File: src/rtl/encoder_pkg.sv
// Shared types and constants for the 4-to-2 draining encoder.
// Defines the FSM state type and a single-bit-set helper.
package encoder_pkg;

  localparam int IN_W   = 4;
  localparam int CODE_W = 2;

  typedef enum logic {
    IDLE = 1'b0,
    EMIT = 1'b1
  } state_e;

  function automatic logic single_hot(
    input logic [IN_W-1:0] v
  );
    return (v != '0) &&
           ((v & (v - 4'd1)) == '0);
  endfunction

endpackage

File: src/rtl/encoder4_2_prio4.sv
// Highest-set-bit picker: binary index plus
// a one-hot mask selecting that bit.
module prio4
  import encoder_pkg::*;
(
  input  logic [IN_W-1:0]   req_i,
  output logic [CODE_W-1:0] idx_o,
  output logic [IN_W-1:0]   mask_o
);

  always_comb begin
    idx_o  = '0;
    mask_o = '0;
    priority case (1'b1)
      req_i[3]: begin
        idx_o  = 2'b11;
        mask_o = 4'b1000;
      end
      req_i[2]: begin
        idx_o  = 2'b10;
        mask_o = 4'b0100;
      end
      req_i[1]: begin
        idx_o  = 2'b01;
        mask_o = 4'b0010;
      end
      req_i[0]: begin
        idx_o  = 2'b00;
        mask_o = 4'b0001;
      end
      default: begin
        idx_o  = '0;
        mask_o = '0;
      end
    endcase
  end

endmodule

File: src/rtl/encoder4_2.sv
// Captures a request vector and drains it as binary
// codes, highest line first, over a valid/ready port.
module encoder4_2
  import encoder_pkg::*;
(
  input  logic              clock,
  input  logic              reset_n,
  input  logic              en,
  input  logic [IN_W-1:0]   in,
  input  logic              out_ready,
  output logic [CODE_W-1:0] out,
  output logic              valid,
  output logic              last,
  output logic              busy,
  output logic              zero
);

  state_e            state_q, state_d;
  logic [IN_W-1:0]   pend_q, pend_d;
  logic              zero_q, zero_d;

  logic [CODE_W-1:0] idx;
  logic [IN_W-1:0]   mask;
  logic              emit;
  logic              hs;
  logic              fin;

  prio4 u_prio (
    .req_i  (pend_q),
    .idx_o  (idx),
    .mask_o (mask)
  );

  assign emit = (state_q == EMIT);
  assign fin  = emit && single_hot(pend_q);
  assign hs   = emit && out_ready;

  always_comb begin
    state_d = state_q;
    pend_d  = pend_q;
    zero_d  = 1'b0;
    unique case (state_q)
      IDLE: begin
        if (en && (in != '0)) begin
          pend_d  = in;
          state_d = EMIT;
        end else if (en) begin
          zero_d = 1'b1;
        end
      end
      EMIT: begin
        if (hs) begin
          pend_d = pend_q & ~mask;
          if (fin) state_d = IDLE;
        end
      end
      default: state_d = IDLE;
    endcase
  end

  always_ff @(posedge clock or negedge reset_n) begin
    if (!reset_n) begin
      state_q <= IDLE;
      pend_q  <= '0;
      zero_q  <= 1'b0;
    end else begin
      state_q <= state_d;
      pend_q  <= pend_d;
      zero_q  <= zero_d;
    end
  end

  // Outputs decode registered state only.
  assign out   = emit ? idx : '0;
  assign valid = emit;
  assign busy  = emit;
  assign last  = fin;
  assign zero  = zero_q;

endmodule

File: config.mk
export PLATFORM = sky130hd
export DESIGN_NAME = encoder4_2
export DESIGN_NICKNAME = d
export VERILOG_FILES = /design/src/rtl/encoder_pkg.sv /design/src/rtl/encoder4_2_prio4.sv /design/src/rtl/encoder4_2.sv
export SDC_FILE = /design/constraint.sdc
export NUM_CORES = 1
export LEC_CHECK = 0
export CAP_MARGIN = 20
export CORE_AREA = 2 2 39 41
export CTS_CLUSTER_DIAMETER = 120
export DETAILED_ROUTE_END_ITERATION = 8
export DIE_AREA = 0 0 41 43
export HOLD_SLACK_MARGIN = 0.1
export PLACE_DENSITY = 0.65
export SYNTH_ARGS = -nofsm -noshare
export SYNTH_HDL_FRONTEND = slang
export SYNTH_HIERARCHICAL = 1
export SYNTH_SLANG_ARGS = --single-unit
File: constraint.sdc
create_clock -name clock -period 4.54 [get_ports clock]
set_input_delay 0.908 -clock clock [delete_from_list [all_inputs] [get_ports clock]]
set_output_delay 0.908 -clock clock [all_outputs]
set_load 0.1 [all_outputs]
; Word level (Yosys, flattened, before mapping)
; Cells that the tools add are included.
[totals]
reg_bits = 6
elab_cells = 36
inputBits = 8
out_inout_bits = 6
[op_classes]
mux = 18
eq_ne = 2
n_reduce_logical = 8
addsub = 1
bitwise_logic = 4
[op_table]
columns = op, count
row1 = two-way mux 4 bit, 5
row2 = bitwise AND 4 bit, 2
row3 = two-way mux 1 bit, 8
row4 = case mux 4 bit (2 select lines), 1
row5 = nonzero test 4 bit, 2
row6 = two-way mux 2 bit, 3
row7 = logical AND 1 bit, 4
row8 = zero test 4 bit, 1
row9 = NOT 4 bit, 1
row10 = subtractor 4 x 1 -> 4 bit (second input constant), 1
row11 = != test 2 x 1 -> 1 bit (second input constant), 1
row12 = != test 2 bit (second input constant), 1
row13 = case mux 1 bit (2 select lines), 1
row14 = AND reduction 2 bit, 1
row15 = NOT 1 bit, 1

; Longest topological paths before layout
[depth]
depth_word = 8
ltp_mapped = 4
mapped_depth_nobuf = 4

; Modules after synthesis
; Netlist, hierarchy kept.
[modules_own_cells]
columns = module, instances, cells_each, area_each_um2, seq_area_each_um2
row1 = encoder4_2, 1, 29, 327.8, 150.1
row2 = prio4, 1, 8, 51.3, 0.0

; Worst setup path before layout
; OpenSTA, ideal clock, no wires.
[synth_path]
path_kind = reg-to-output
start = register state_q (netlist: busy)
end = output last
path_stages_with_launch = 3
t_arrival_ns = 1.989
path_buffers = 1
path_slack_ns = 1.643
required_time_ns = 3.632
cell_sequence = dfrtp_1 -> buf_2 -> and2_1
[synth_between]
elab_chain_len = 1
[synth_rtl]
columns = element, line_no
row1 = start: declaration, encoder4_2.sv:18  ; state_e state_q, state_d;
row2 = start signal: assignment, encoder4_2.sv:67  ; state_q <= state_d;
row3 = logical AND 1 bit, encoder4_2.sv:35  ; assign fin = emit && single_hot(pend_q);
row4 = end: declaration, encoder4_2.sv:13  ; output logic last,
; No other way between the ends.

; Worst setup path after layout
[layout_path]
start = register pend_q[1]
end = output last
[layout_between]
elab_chain_len = 5
elab_cells_between_ends = 6
classes_between = 1 x add/sub / 1 x bitwise / 4 x reduce/logical
[layout_rtl]
columns = element, line_no
row1 = start: declaration, encoder4_2.sv:19  ; logic [IN_W-1:0] pend_q, pend_d;
row2 = start signal: assignment, encoder4_2.sv:68  ; pend_q <= pend_d;
row3 = subtractor 4 x 1 -> 4 bit, encoder_pkg.sv:17  ; ((v & (v - 4'd1)) == '0);
row4 = bitwise AND 4 bit, encoder_pkg.sv:17
row5 = zero test 4 bit, encoder_pkg.sv:17
row6 = logical AND 1 bit *, encoder_pkg.sv:16  ; return (v != '0) &&
row7 = logical AND 1 bit *, encoder4_2.sv:35
; Every way passes the cells marked *; elsewhere a longest branch is shown, timed or not.

==> results.json <==
{
  "grt_remaining_overflow": 0,
  "setup_violations": 0,
  "synth_cells": 37,
  "antenna_left": 0,
  "drcViolationCount": 0,
  "antenna_found_initial": 0,
  "cp_top_family": "buffers and inverters",
  "final_area_um2": 532,
  "cts_resized": 0,
  "finalMaxSlewViolations": 0,
  "cts_tree": "built",
  "status": "finished clean",
  "clock_path_buffers": 2,
  "finalHoldViolations": 0,
  "yosysTopAreaCellShare_pct": 39.6,
  "finalCriticalPeriod_ns": 3.53,
  "ys_warn_count": 6,
  "numCtsBuffers": 3,
  "die_area_um2": 1760,
  "area_delta_synth_final_pct": 40.3,
  "synthAdderAreaFrac_pct": 0,
  "synth_area_leader_cell": "dfrtp_1",
  "grt_pass1_wl_um": 1220,
  "vias": 342,
  "crit_slowest_cell": "clkdlybuf4s50_1",
  "crit_arrival_ns": 2.62,
  "die_y_um": 43,
  "cap_violations": 0,
  "place_area_um2": 509,
  "avgViaCountPerCell": 5.18,
  "post_cts_buffers": 0,
  "synthXorXnorAreaFrac_pct": 2.31,
  "worst_pin_slew_ns": 0.965,
  "synthSimpleGateAreaFrac_pct": 33.0,
  "final_util_pct": 38.4,
  "dp_hpwl_um": 618,
  "start_util_pct": 27.4,
  "dr.first_iter.drc_count": 11,
  "synth_top_family_by_area": "simple AND/OR/NAND/NOR gates",
  "ys_ff_latch": 6,
  "syn-num-nets": 45,
  "core_area_um2": 1380,
  "ys_seq_area_share_pct": 39.6,
  "timing.critical_path.cells": "or4b_1, o311ai_1, and2_1, clkdlybuf4s50_1",
  "grt_max_degree": 13,
  "clkLatencyLatePin_ns": 0.24,
  "min_period_over_period_pct": 77.7,
  "pin_count": 14,
  "netlist_area_um2": 379,
  "finish.net_count": 60,
  "htree_levels": 1,
  "min_path_type": "reg2reg",
  "layout-drive-gt1-share_pct": 14.0,
  "wl_um": 818,
  "gp_congestion": 0.770,
  "synth.distinct_cells": 20,
  "postCtsHoldBufs": 0,
  "drt-pass1-iter-count": 4,
  "num_rows": 14,
  "rsz0062_at_grt": "no",
  "die_w_um": 41,
  "antennaDiodeCount": 0,
  "critPathMaxFanout": 7,
  "cts-root-buf": "clkbuf_4",
  "path_buf_inv": 1,
  "worst_ep_required_time_ns": 3.63,
  "path_clk_slew_ns": 0.05,
  "routedWlPerCell_um": 12.4,
  "cp-end-kind": "primary output",
  "synth_compound_area_share_pct": 17.8,
  "io_buffers": 13,
  "post_synth.cell_area_avg_um2": 10.2,
  "fin_tns_setup_ns": 0,
  "grt_pass1_vias": 283,
  "critPathLaunchType": "flip-flop",
  "relSlewSlack_pct": 35.5,
  "cts.sinks": 6,
  "critPathKind": "reg2out",
  "max_freq_mhz": 283,
  "netlist_top_cells_area": "dfrtp_1 40%, a32o_1 11%, nand3_1 5.3%",
  "cp_slowest_stage_delay_ns": 1.12,
  "grt_use_total_pct": 11.1,
  "synthMuxAreaShare_pct": 0,
  "finClkSkew_ns": 0.00527
}
[flip-flops by register name, indices dropped and copies added, names as in the netlist]
name,count
pend_q,4
zero,1
busy,1
[final timing paths]
path | slack [ns] | depth (start not counted) | from | endpoint
worst max-delay path | 1.01 | 4 | pend_q[1] | last
worst max register to register | 3.18 | 4 | pend_q[3] | pend_q[0]
worst min register to register | 0.59 | 1 | pend_q[0] | pend_q[0]
min in group asynchronous | 0.91 | 1 | reset_n | zero
max in group asynchronous | 3.40 | 1 | reset_n | pend_q[3]
worst min-delay path | 0.59 | 1 | pend_q[0] | pend_q[0]
[kinds of logic (layout without fill, tap and decap cells)]
group | after synthesis | count (layout)
AND/OR/NAND/NOR | 17 | 17
XOR/XNOR | 1 | 1
AO/OA/AOI/OAI | 8 | 8
flip-flops | 6 | 6
buffers and inverters | 5 | 18
[cells in the mapped netlist]
cell / count
o311ai_1: 1
nor3b_2: 1
buf_4: 2
a21o_1: 1
buf_2: 1
a32o_1: 4
or4_4: 1
nor3b_1: 1
a31oi_1: 1
and2b_1: 1
nand2_4: 1
nor2_1: 2
or4b_1: 2
xnor2_1: 1
or2_4: 1
dfrtp_1: 6
nand3_1: 4
a21oi_1: 1
and2_1: 3
inv_1: 2
[layout make-up]
type / instances / area [um^2]
fill: 151 / 852
multi-input combinational: 26 / 201
sequential: 6 / 150
timing repair buffer: 13 / 130
clock buffer: 3 / 22.5
tap: 16 / 20.0
inverter: 2 / 7.51
[metal layers]
layer / global-route usage (%) / wire length (um) / vias up
met5: 0 / 0 / -
met4: 4.00 / 0 / 0
met3: 7.85 / 53 / 0
met2: 15.3 / 392 / 14
met1: 13.0 / 372 / 161
li1: - / - / 167
[cell usage in the layout (no fill, tap or decap), types with 2 or more instances in the layout]
master           count
and2_1               3
inv_1                2
or4b_1               2
clkbuf_4             3
a32o_1               4
clkdlybuf4s50_1     13
dfrtp_1              6
nand3_1              4
nor2_1               2
[metrics by stage]
stage	setup slack (ns)	hold WS, ns	instances
after floorplan	1.64	0.535	37
after global placement	1.28	0.567	63
after detailed placement	1.26	0.585	63
after CTS	0.992	0.594	66
after global routing	0.899	0.622	66
final	1.01	0.589	66
Power is not shown: default switching activity piles up to over one toggle a cycle in this logic, so the estimate is an artifact.
